==> config.mk <==
export PLATFORM = sky130hd
export DESIGN_NAME = imem_loader
export DESIGN_NICKNAME = d
export VERILOG_FILES = /design/src/rtl/imem_loader_pkg.sv /design/src/rtl/imem_byte_serializer.sv /design/src/rtl/imem_loader.sv
export SDC_FILE = /design/constraint.sdc
export NUM_CORES = 1
export LEC_CHECK = 0
export ABC_CLOCK_PERIOD_IN_PS = 4500
export CAP_MARGIN = 20
export CORE_MARGIN = 4
export CORE_UTILIZATION = 45
export CTS_CLUSTER_DIAMETER = 200
export DETAILED_ROUTE_END_ITERATION = 12
export PLACE_DENSITY = 0.77
export SETUP_SLACK_MARGIN = 0.5
export SKIP_CTS_REPAIR_TIMING = 1
export SYNTH_ARGS = -nofsm -noshare
export SYNTH_HDL_FRONTEND = slang
export SYNTH_SLANG_ARGS = --single-unit
==> constraint.sdc <==
create_clock -name clk -period 4.5 [get_ports clk]
set_input_delay 0.9 -clock clk [delete_from_list [all_inputs] [get_ports clk]]
set_output_delay 0.9 -clock clk [all_outputs]
set_load 0.03 [all_outputs]
==> src/rtl/imem_loader_pkg.sv <==
// Shared types and constants for the instruction-memory boot loader.
// Byte lanes are big-endian: lane 0 is the most significant byte of the word.
package imem_loader_pkg;

    typedef enum logic [2:0] {
        ST_IDLE   = 3'd0,
        ST_ACCEPT = 3'd1,
        ST_WRITE  = 3'd2,
`ifdef IMEM_LOADER_CHECKSUM_EN
        ST_CHK    = 3'd3,
`endif
        ST_RUN    = 3'd4,
        ST_ERR    = 3'd5
    } state_t;

    localparam int         BYTES_PER_WORD = 4;
    localparam logic [1:0] LANE_FIRST     = 2'd0;
    localparam logic [1:0] LANE_LAST      = 2'(BYTES_PER_WORD - 1);

    function automatic logic [7:0] be_byte(input logic [31:0] w, input logic [1:0] lane);
        case (lane)
            2'd0:    be_byte = w[31:24];
            2'd1:    be_byte = w[23:16];
            2'd2:    be_byte = w[15:8];
            default: be_byte = w[7:0];
        endcase
    endfunction

endpackage

==> src/rtl/imem_byte_serializer.sv <==
// Turns one latched 32-bit word into four consecutive registered byte writes.
// `done` marks the cycle carrying the final byte so the FSM can move on at that edge.
module imem_byte_serializer
    import imem_loader_pkg::*;
#(
    parameter logic [31:0] RST_ADDR = 32'h0000_0000
) (
    input  logic        clk,
    input  logic        rst,
    input  logic        load,
    input  logic [31:0] word,
    input  logic [31:0] base,
    output logic [31:0] write_address,
    output logic [7:0]  write_data,
    output logic        we,
    output logic        done
);

    logic [31:0] word_q;
    logic [31:0] base_q;
    logic [1:0]  idx;
    logic [1:0]  idx_nx;

    assign idx_nx = idx + 2'd1;
    assign done   = we && (idx == LANE_LAST);

    // Async reset kills `we` at once so a reset mid-word stops writing immediately.
    always_ff @(posedge clk or posedge rst) begin
        if (rst) begin
            we            <= 1'b0;
            idx           <= LANE_FIRST;
            word_q        <= '0;
            base_q        <= RST_ADDR;
            write_address <= RST_ADDR;
            write_data    <= '0;
        end else if (load) begin
            we            <= 1'b1;
            idx           <= LANE_FIRST;
            word_q        <= word;
            base_q        <= base;
            write_address <= base;
            write_data    <= be_byte(word, LANE_FIRST);
        end else if (we) begin
            if (done) begin
                we <= 1'b0;
            end else begin
                idx           <= idx_nx;
                write_address <= base_q + {30'd0, idx_nx};
                write_data    <= be_byte(word_q, idx_nx);
            end
        end
    end

endmodule

==> src/rtl/imem_loader.sv <==
// Boot-time loader: streams host words into instruction memory as byte writes, then releases the PC.
// Define IMEM_LOADER_CHECKSUM_EN to require a trailing checksum word before RUN.
module imem_loader
    import imem_loader_pkg::*;
#(
    parameter logic [31:0] BASE_ADDR = 32'h0000_0000,
    parameter int          MAX_WORDS = 256,
    parameter int          CNT_W     = 16
) (
    input  logic             clk,
    input  logic             rst,
    input  logic             start,
    input  logic             s_valid,
    output logic             s_ready,
    input  logic [31:0]      s_data,
    input  logic             s_last,
    output logic [31:0]      write_address,
    output logic [7:0]       write_data,
    output logic             We,
    output logic             pc_enable,
    output logic             busy,
    output logic             err,
    output logic [CNT_W-1:0] word_count
);

    localparam logic [CNT_W-1:0] MAX_CNT = CNT_W'(MAX_WORDS);

    state_t           state, state_nx;
    logic [CNT_W-1:0] wc_nx;
    logic             last_q;
    logic             hs_word;
    logic             ser_done;
    logic [31:0]      word_base;

    assign hs_word   = (state == ST_ACCEPT) && s_valid && s_ready;
    assign word_base = BASE_ADDR + (32'(word_count) << 2);

`ifdef IMEM_LOADER_CHECKSUM_EN
    logic [31:0] sum_q;
    logic        sum_clr;

    assign sum_clr = start && (state == ST_IDLE || state == ST_RUN || state == ST_ERR);

    always_ff @(posedge clk or posedge rst) begin
        if (rst)          sum_q <= '0;
        else if (sum_clr) sum_q <= '0;
        else if (hs_word) sum_q <= sum_q + s_data;
    end
`endif

    always_comb begin
        state_nx = state;
        wc_nx    = word_count;
        case (state)
            ST_IDLE, ST_RUN, ST_ERR: begin
                if (start) begin
                    state_nx = ST_ACCEPT;
                    wc_nx    = '0;
                end
            end
            ST_ACCEPT: begin
                if (hs_word) state_nx = ST_WRITE;
            end
            ST_WRITE: begin
                if (ser_done) begin
                    wc_nx = word_count + CNT_W'(1);
`ifdef IMEM_LOADER_CHECKSUM_EN
                    if (last_q)                 state_nx = ST_CHK;
`else
                    if (last_q)                 state_nx = ST_RUN;
`endif
                    else if (wc_nx == MAX_CNT)  state_nx = ST_ERR;
                    else                        state_nx = ST_ACCEPT;
                end
            end
`ifdef IMEM_LOADER_CHECKSUM_EN
            ST_CHK: begin
                if (s_valid && s_ready) state_nx = (s_data == sum_q) ? ST_RUN : ST_ERR;
            end
`endif
            default: state_nx = ST_IDLE;
        endcase
    end

    // Status outputs are registered from the next state so they line up with it.
    // `err` only leaves ERR via an accepted start, which makes it sticky by construction.
    always_ff @(posedge clk or posedge rst) begin
        if (rst) begin
            state      <= ST_IDLE;
            s_ready    <= 1'b0;
            pc_enable  <= 1'b0;
            busy       <= 1'b0;
            err        <= 1'b0;
            word_count <= '0;
            last_q     <= 1'b0;
        end else begin
            state      <= state_nx;
`ifdef IMEM_LOADER_CHECKSUM_EN
            s_ready    <= (state_nx == ST_ACCEPT) || (state_nx == ST_CHK);
            busy       <= (state_nx == ST_ACCEPT) || (state_nx == ST_WRITE) || (state_nx == ST_CHK);
`else
            s_ready    <= (state_nx == ST_ACCEPT);
            busy       <= (state_nx == ST_ACCEPT) || (state_nx == ST_WRITE);
`endif
            pc_enable  <= (state_nx == ST_RUN);
            err        <= (state_nx == ST_ERR);
            word_count <= wc_nx;
            if (hs_word) last_q <= s_last;
        end
    end

    imem_byte_serializer #(
        .RST_ADDR(BASE_ADDR)
    ) u_ser (
        .clk          (clk),
        .rst          (rst),
        .load         (hs_word),
        .word         (s_data),
        .base         (word_base),
        .write_address(write_address),
        .write_data   (write_data),
        .we           (We),
        .done         (ser_done)
    );

endmodule

After elaboration in Yosys (flattened, before gate mapping)
Index checks and enable logic that the tools add are counted.
{ "totals": {"ff_bits": 115, "latchBits": 0, "ramBits": 0, "romBits": 0, "input_bits": 37, "wordCells": 64, "mem_count": 0} }
{ "op_classes": {"addsub": 3, "mul": 0, "div": 0, "n_lt_le_gt_ge": 0, "n_eq_ne": 15, "n_shift": 0, "muxes": 22, "bitwise_logic": 0, "n_reduce_logical": 11} }
{ "ops": {"columns": ["cell", "count"], "rows": [
  ["32-bit two-way mux", 3],
  ["16-bit two-way mux", 2],
  ["16-bit case mux with 2 select lines", 1],
  ["8-bit two-way mux", 3],
  ["8-bit case mux with 3 select lines", 1],
  ["18-bit by 2-bit adder with 19-bit output", 1],
  ["16-bit by 1-bit adder with 16-bit output (second input constant)", 1],
  ["16-bit by 9-bit == test with 1-bit output (second input constant)", 1],
  ["3-bit two-way mux", 5],
  ["3-bit == test (second input constant)", 4],
  ["3-bit case mux with 3 select lines", 1],
  ["3-bit by 1-bit == test with 1-bit output (second input constant)", 2],
  ["3-bit by 2-bit == test with 1-bit output (second input constant)", 2],
  ["2-bit two-way mux", 3],
  ["2-bit inequality test (second input constant)", 3],
  ["2-bit == test (second input constant)", 2],
  ["2-bit nonzero test", 2],
  ["1-bit logical AND", 3],
  ["3-bit zero test", 1],
  ["1-bit two-way mux", 3],
  ["3-bit AND reduction", 1],
  ["3-bit OR reduction", 1],
  ["2-bit by 1-bit adder with 2-bit output (second input constant)", 1],
  ["2-bit by 1-bit == test with 1-bit output (second input constant)", 1],
  ["3 further kinds", 3]
]} }

Depth between registers and ports, before layout
Gate-level depths: netlist of run 1.
{ "depth": {"depth_word": 8, "mapped_depth": 9} }

By module
From an unflattened synthesis of run 1, not the netlist that was laid out.
{ "hier_totals": {"cells_unflattened": 640, "area_unflattened_um2": 6475.0} }
{ "modules_own_cells": {"columns": ["module", "n_inst", "cells_each", "area_per_inst_um2", "seq_area_each_um2"], "rows": [
  ["imem_byte_serializer", 1, 473, 5007.3, 2677.6],
  ["imem_loader", 1, 167, 1467.7, 600.6]
]} }

Least setup slack after synthesis of run 1
No wires, ideal clock.
{ "synth_path": {"path_kind": "in2reg", "startpoint": "input port s_valid", "endpoint": "register u_ser.write_address[10]", "setup_time_ps": 125, "arrival_time_ps": 2159, "required_ps": 4375, "slack_ps": 2216, "path_stages": 7, "path_buffers": 3, "path_cell_list": "and4b_1 > and2_1 > buf_6 > or2_1 > buf_6 > buf_6 > mux2_4"} }
{ "synth_between": {"elab_chain_len": 4, "elab_cells_between_ends": 6, "cone_classes": "eq/ne (1); mux (1); reduce/logical (4)"} }
{ "synth_rtl": {"columns": ["element", "line", "text"], "rows": [
  ["from (decl)", "imem_loader.sv:13", "input logic s_valid,"],
  ["1-bit logical AND (*) (2 in series)", "imem_loader.sv:35", "assign hs_word = (state == ST_ACCEPT) && s_valid && s_ready;"],
  ["2-bit inequality test (no line) / 2-bit nonzero test (equally long branches)", null, null],
  ["2-bit AND reduction (no line)", null, null],
  ["to (signal assigned)", "imem_byte_serializer.sv:41", "write_address <= base;"],
  ["to (signal assigned)", "imem_byte_serializer.sv:48", "write_address <= base_q + {30'd0, idx_nx};"],
  ["to (decl)", "imem_byte_serializer.sv:13", "output logic [31:0] write_address,"]
]} }
Every way passes the cells marked *; elsewhere a longest branch is shown, timed or not.
A chain may end at the register's enable or synchronous reset.

Worst setup path after layout of run 1
{ "layout_path": {"startpoint": "input port s_valid", "endpoint": "register u_ser.write_address[14]"} }
The elaborated chain is that of the path after synthesis.

==> out/summary.txt, run 1 <==
========================================================================================
Critical path data required time                                                 4.76 ns
Count of standard-cell rows                                                           37
Final-layout setup total negative slack                                             0 ns
Number of enable flip-flop cells after synthesis                                       0
Ys Warns                                                                               0
Outcome                                                                     complete, no violations
Worst slack, placed                                                             1.250 ns
Max frequency                                                                  350.1 MHz
Total inserted antenna cells                                                           0
Clock tree from TritonCTS                                                            yes
Leading register cell type out of synthesis                                 sky130_fd_sc_hd__dfrtp_1
Initial antenna violation count                                                        0
Worst-skew pair later-pin latency                                                0.37 ns
Width of the chip                                                               110.5 um
Number of standard cells after synthesis                                             511
Clock slew seen by the registers of the worst setup and hold paths               0.10 ns
Synthesis-to-layout area growth                                                   22.86%
Synth area leaders                                                          sky130_fd_sc_hd__dfrtp_1 (52%), sky130_fd_sc_hd__nand2_1 (14%), sky130_fd_sc_hd__mux2_4 (4.1%), sky130_fd_sc_hd__o21ai_0 (3.9%), sky130_fd_sc_hd__buf_4 (2.7%)
Sort of element at the start of the critical path                           primary input
Tcrit/Tclk final                                                                  0.6348
Kind of end point of the critical path                                         flip-flop
Sequential fraction of the synthesis area                                         0.5245
Worst-case headroom to the max-slew limit                                         0.3213
Final min period                                                                2.857 ns
Core ar.                                                                      10280 um^2
Clk_skew                                                                      0.01032 ns
Layout cells sized above 1                                                       0.08448
Global-route wire length before repair                                          17940 um
Number of global-route vias before repair                                           3690
Vias per cell                                                                      5.291
Final Worst Setup Slack                                                         1.643 ns
Actual slew at the worst max-slew pin                                           1.014 ns
Fraction of registers with async set/reset                                         1.000
Fill cell count                                                                      939
Weighted congestion reported at the end of routability-driven placement           0.8872
Number of search-and-repair iterations in the first detailed-routing pass              6
Met3 WL post-DR                                                                   827 um
LEAKAGE                                                                         2.761 nW
Setup repair after global routing missed its margin                                false
Sum of met2 wire segment lengths after detailed routing                          5446 um
Unique masters post-synth                                                             51
Total half-perimeter wirelength after legalization and detailed placement        7765 um
Total clock sinks                                                                     99
Number of routed nets with antenna violations                                          0
CTS H-tree depth                                                                       3
Die Y                                                                           110.5 um
Root cell of the clock tree                                                 sky130_fd_sc_hd__clkbuf_8
Number of DRC violations after detailed routing                                        0
CTS Buf Count                                                                          9
Vias                                                                                3788
Final setup violation count                                                            0
Post-route met1 wirelength                                                       4561 um
Power per standard cell area                                                614.3 nW/um^2
Post-Synthesis Mean Instance Area                                             9.243 um^2
Critical Path Fanout Max                                                              20
Starting Density                                                                  0.4596
Average routed wire per standard cell                                           15.31 um
Synth area leader                                                           sky130_fd_sc_hd__dfrtp_1
CTS max path bufs                                                                      2
Final standard cell utilization of the core                                       0.5646
Highest metal layer with signal wires                                               met4
Synth top area share                                                              0.5245
Count of port buffers added during placement                                          83
Number of placed I/O pins                                                             98
Number of failing hold endpoints at the final stage                                    0
Count of routing violations after the opening detailed-route iteration               262
Largest net degree at the start of global routing                                     87
Cell area after synthesis                                                      4723 um^2
Max-slew violation count                                                               0
Arrival time worst endpoint                                                      3.12 ns
Pwr Total                                                                       3.565 mW
Net count, final                                                                     618
Die ar.                                                                       12200 um^2
Worst supply voltage drop on vdd                                               0.2419 mV
Worst Path Class, Setup                                                        in -> reg
Total Routing Usage GR                                                            0.1774
Routed WL                                                                       10960 um
Worst hold path class                                                         reg -> reg
Flop and latch count out of synthesis                                                 99
Overflow left after global routing                                                     0
# Max-Cap Violations                                                                   0
========================================================================================
## synthesized netlist by cell type (3+ instances only)
library cell	instances
sky130_fd_sc_hd__clkbuf_1	17
sky130_fd_sc_hd__nand4_1	7
sky130_fd_sc_hd__buf_4	17
sky130_fd_sc_hd__buf_6	4
sky130_fd_sc_hd__dfrtp_1	99
sky130_fd_sc_hd__nand2_1	179
sky130_fd_sc_hd__a222oi_1	8
sky130_fd_sc_hd__nand3_1	8
sky130_fd_sc_hd__buf_2	9
sky130_fd_sc_hd__nor2_1	26
sky130_fd_sc_hd__a31oi_1	13
sky130_fd_sc_hd__nor3_1	4
sky130_fd_sc_hd__ha_1	6
sky130_fd_sc_hd__a21oi_1	7
sky130_fd_sc_hd__mux2_4	13
sky130_fd_sc_hd__mux2_2	3
sky130_fd_sc_hd__nor4_1	4
sky130_fd_sc_hd__inv_1	7
sky130_fd_sc_hd__xnor2_1	3
sky130_fd_sc_hd__o21ai_0	37
## registers in the layout, indices dropped and copies added, names as in the netlist, 3 cells and up
| name | count |
|---|---|
| state | 3 |
| u_ser.word_q | 32 |
| u_ser.write_address | 17 |
| word_count | 16 |
| u_ser.base_q | 16 |
| u_ser.write_data | 8 |
## report_power, final
part	total (mW)	internal, mW	switching [mW]
Sequential	1.41	1.22	0.198
Clock	0.686	0.373	0.314
Combinational	1.46	0.613	0.852
## cell type report
class	count	area (um^2)	share of cell area
flip-flops and latches	99	2477	0.4269
multi-input cells	369	1983	0.3417
repair buffers	89	895.9	0.1544
well taps	136	170.2	0.02932
clock buffers	9	123.9	0.02135
clock inverters	7	123.9	0.02135
inverters	7	28.78	0.004959
## layout by cell type (no fill, tap or decap), types with 7 or more instances in the layout
master,Yosys,final
sky130_fd_sc_hd__o21ai_0,37,37
sky130_fd_sc_hd__nand4_1,7,7
sky130_fd_sc_hd__a21oi_1,7,7
sky130_fd_sc_hd__nor2_1,26,26
sky130_fd_sc_hd__a222oi_1,8,8
sky130_fd_sc_hd__dfrtp_1,99,99
sky130_fd_sc_hd__nand2_1,179,178
sky130_fd_sc_hd__clkbuf_8,0,9
sky130_fd_sc_hd__a31oi_1,13,13
sky130_fd_sc_hd__mux2_4,13,13
sky130_fd_sc_hd__clkdlybuf4s50_1,0,83
sky130_fd_sc_hd__nand3_1,8,8
sky130_fd_sc_hd__conb_1,1,14
## final timing paths
| path | slack, ns | startpoint | end | cells past startpoint |
|---|---|---|---|---|
| setup / recovery | 1.64 | s_valid | u_ser.write_address[14]$_DFFE_PP0P_ | 6 |
| max in group asynchronous | 3.05 | rst | word_count[4]$_DFFE_PP0P_ | 3 |
| setup reg to reg | 1.89 | u_ser.idx[0]$_DFFE_PP0P_ | u_ser.write_address[14]$_DFFE_PP0P_ | 5 |
| hold / removal | 0.48 | u_ser.base_q[17]$_DFFE_PP0P_ | u_ser.base_q[17]$_DFFE_PP0P_ | 2 |
| min in group asynchronous | 0.86 | rst | u_ser.write_address[17]$_DFFE_PP0P_ | 2 |
| hold reg to reg | 0.48 | u_ser.base_q[17]$_DFFE_PP0P_ | u_ser.base_q[17]$_DFFE_PP0P_ | 2 |
## metrics by stage
step                cells  instance area [um^2]  hold slack, ns
CTS                   715                  5776          0.4845
floorplan             524                  4772          0.4358
global route          716                  5803          0.5011
global placement      698                  5520          0.4542
finish                716                  5803          0.4804
detailed placement    699                  5528          0.4622
## per-layer routing
metal	vias to the layer above	GRT usage
met5	-	0
met1	1822	0.2276
met2	146	0.2977
li1	1810	-
met3	10	0.04658
met4	0	0.04844
## worst max-delay path, stage by stage
cell	delay, ns
sky130_fd_sc_hd__clkdlybuf4s50_1	0.50
sky130_fd_sc_hd__and4b_1	0.27
sky130_fd_sc_hd__and2_2	0.17
sky130_fd_sc_hd__or2_1	0.64
sky130_fd_sc_hd__buf_4	0.31
sky130_fd_sc_hd__mux2_4	0.31
## logic make-up (layout without fill, tap and decap cells)
group                      after synthesis  after routing  synth area share
other                                    1             14         0.0007939
and+or+nand+nor                        247            247            0.2244
muxes                                   17             17           0.05060
buffers and inverters                   56            112           0.06675
AOI/OAI and AO/OA                       81             81            0.1097
DFF                                     99             99            0.5245
adders and majority gates                6              6           0.01589
xor gates and xnor gates                 4              4          0.007419
Note: power is estimated with default switching activity, not from simulation.
==> run 2: changes to the inputs <==
Settings changed: ABC_CLOCK_PERIOD_IN_PS 4500 to 2900.
Clock period 4.5 ns to 2.9 ns, I/O delays scaled along.
==> run 2 against run 1 <==
  * Sequential share of layout area is essentially flat
  * Die area is the same
  * Clock skew is essentially flat
==> out/summary.txt, run 2 (synthesis results as in run 1) <==
========================================================================================
Hold WS                                                                        0.4806 ns   +0.0001670 ns
Largest net degree at the start of global routing                                     51   -41%
Die ar.                                                                       12200 um^2   unchanged
Count of routing violations after the opening detailed-route iteration               180   -31%
Global Route met3 Usage                                                          0.03562   -0.01096
Synthesis-to-layout area growth                                                   22.83%   about the same
Die Y                                                                           110.5 um   unchanged
Vias per cell                                                                      5.285   -0.11%
Worst path buffer plus inverter count                                                  2   unchanged
LEAKAGE                                                                         2.763 nW   about the same
Width of the chip                                                               110.5 um   unchanged
Clock tree from TritonCTS                                                            yes
Total clock sinks                                                                     99   unchanged
Net count, final                                                                     626   +1.3%
Average routed wire per standard cell                                           15.57 um   +1.7%
Total inserted antenna cells                                                           0   unchanged
Worst slack, placed                                                            0.4792 ns   -0.7706 ns
Number of global-route vias before repair                                           3786   +2.6%
Overflow left after global routing                                                     0   unchanged
Clock slew seen by the registers of the worst setup and hold paths               0.10 ns   about the same
Outcome                                                                     complete, no violations
Worst supply voltage drop on vdd                                               0.4504 mV   +86%
Slowest library cell on the worst path                                      sky130_fd_sc_hd__clkdlybuf4s50_1
Met1 layer usage reported by global route                                         0.2384   +0.01074
Vias                                                                                3826   +1.0%
Count of port buffers added during placement                                          83   unchanged
Setup repair after global routing missed its margin                                false
Arrival time worst endpoint                                                      1.74 ns   -1.38 ns
Actual slew at the worst max-slew pin                                          0.6750 ns   -0.3395 ns
Final instance count without filler cells                                            724   +1.1%
Largest registers                                                           u_ser.word_q: 32 flops, u_ser.write_address: 17 flops
Leading cell types in the layout, fill and taps excluded                    sky130_fd_sc_hd__nand2_1 (178), sky130_fd_sc_hd__dfrtp_1 (99), sky130_fd_sc_hd__clkdlybuf4s50_1 (83)
CP delay by family, top                                                     buffers and inverters
Worst-case headroom to the max-slew limit                                         0.5491   +0.2277
Reg power frac                                                                     0.407   +0.010
Total Routing Usage GR                                                            0.1842   +0.006750
Pwr Total                                                                       5.328 mW   +49%
Switching part of the total                                                       0.4049   +0.02231
Internal power of the cells                                                     3.171 mW   +44%
Critical Path Fanout Max                                                               7   -65%
CTS Buf Count                                                                          9   unchanged
Count of standard-cell rows                                                           37   unchanged
Clock power share                                                                  0.157   -0.036
Root cell of the clock tree                                                 sky130_fd_sc_hd__clkbuf_8
Register containing the most flip-flops in the final layout                 u_ser.word_q
Sort of element at the start of the critical path                              flip-flop
Total half-perimeter wirelength after legalization and detailed placement        8017 um   +3.2%
Number of placed I/O pins                                                             98   unchanged
Clk_skew                                                                     0.009845 ns   -0.0004718 ns
Final min period                                                                2.324 ns
CTS H-tree depth                                                                       3   unchanged
Max frequency                                                                  430.2 MHz
Initial antenna violation count                                                        0   unchanged
Kind of end point of the critical path                                      primary output
Number of flip-flops in the largest register                                          32   unchanged
Final-layout setup total negative slack                                             0 ns   unchanged
Critical path data required time                                                 2.32 ns   -2.44 ns
Starting Density                                                                  0.4596   unchanged
Max-slew violation count                                                               0   unchanged
Post-route cell area                                                           5802 um^2   about the same
Global-route wire length before repair                                          18580 um   +3.6%
Cell Chain, Critical Path                                                   buf_4 -> clkdlybuf4s50_1
CTS max path bufs                                                                      2   unchanged
Layout cells sized above 1                                                       0.09524   +0.01076
Tcrit/Tclk final                                                                  0.8015
Number of routed nets with antenna violations                                          0   unchanged
Weighted congestion reported at the end of routability-driven placement           0.8519   -4.0%
Most frequent standard cell in the layout excluding fill and tap cells      sky130_fd_sc_hd__nand2_1
Count of placed standard cells including taps                                        708   +1.3%
Number of search-and-repair iterations in the first detailed-routing pass              4   -2
Standard cell area after detailed placement                                    5620 um^2   +1.7%
Final setup violation count                                                            0   unchanged
Power per standard cell area                                                918.4 nW/um^2   +49%
Worst-skew pair later-pin latency                                                0.37 ns   about the same
Routed WL                                                                       11270 um   +2.8%
Sw Pwr                                                                          2.158 mW   +58%
# Max-Cap Violations                                                                   0   unchanged
Number of failing hold endpoints at the final stage                                    0   unchanged
Worst Path Class, Setup                                                       reg -> out
Core ar.                                                                      10280 um^2   unchanged
Final Worst Setup Slack                                                        0.5757 ns   -1.068 ns
Final standard cell utilization of the core                                       0.5645   about the same
Routing usage on met2                                                             0.3184   +0.02063
Gate power share                                                                   0.436   +0.025
Most used routing layer                                                             met2
Number of DRC violations after detailed routing                                        0   unchanged
Longest individual stage delay on the worst path                                 0.67 ns   +0.03 ns
Worst hold path class                                                         reg -> reg
========================================================================================
## run 2: cell type report
type	instances	area, um^2
multi-input cells	369	1987
inverters	7	30.03
repair buffers	97	960.9
flip-flops and latches	99	2477
clock buffers	10	127.6
fillers	955	4476
clock inverters	6	48.80
well taps	136	170.2
## run 2: power by group through the flow
stage	Sequential (mW)	Combinational [mW]	Clock (mW)
6_report	2.17	2.32	0.836
5_1_grt	2.23	2.55	0.906
4_1_cts	2.17	2.35	0.847
3_5_place_dp	2.19	2.34	0
3_3_place_gp	2.18	2.26	0
2_1_floorplan	2.47	1.31	0
## run 2: path summary, 6_finish.rpt
check / startpoint / to / slack, ns / cells after the start
min in group asynchronous: rst / u_ser.write_address[7]$_DFFE_PP0P_ / 0.65 / 2
worst max-delay path: word_count[2]$_DFFE_PP0P_ / word_count[2] / 0.58 / 2
max in group asynchronous: rst / u_ser.write_data[3]$_DFFE_PP0P_ / 1.64 / 3
worst min register to register: u_ser.base_q[3]$_DFFE_PP0P_ / u_ser.base_q[3]$_DFFE_PP0P_ / 0.48 / 2
worst min-delay path: u_ser.base_q[3]$_DFFE_PP0P_ / u_ser.base_q[3]$_DFFE_PP0P_ / 0.48 / 2
worst max register to register: word_count[1]$_DFFE_PP0P_ / busy$_DFF_PP0_ / 0.77 / 6
## run 2: routing by layer
layer | part of all wire | up-vias
met2 | 0.50 | 127
met1 | 0.43 | 1859
met3 | 0.065 | 9
met4 | 0.0098 | 0
met5 | 0 | -
li1 | - | 1831
## run 2: worst register-to-register path, cell delays in order, from the launching register on
cell,delay (ns)
sky130_fd_sc_hd__dfrtp_1,0.37
sky130_fd_sc_hd__ha_1,0.37
sky130_fd_sc_hd__nand3_2,0.25
sky130_fd_sc_hd__nor4_4,0.46
sky130_fd_sc_hd__nor4_1,0.12
sky130_fd_sc_hd__o2111a_1,0.29
sky130_fd_sc_hd__a21oi_1,0.19
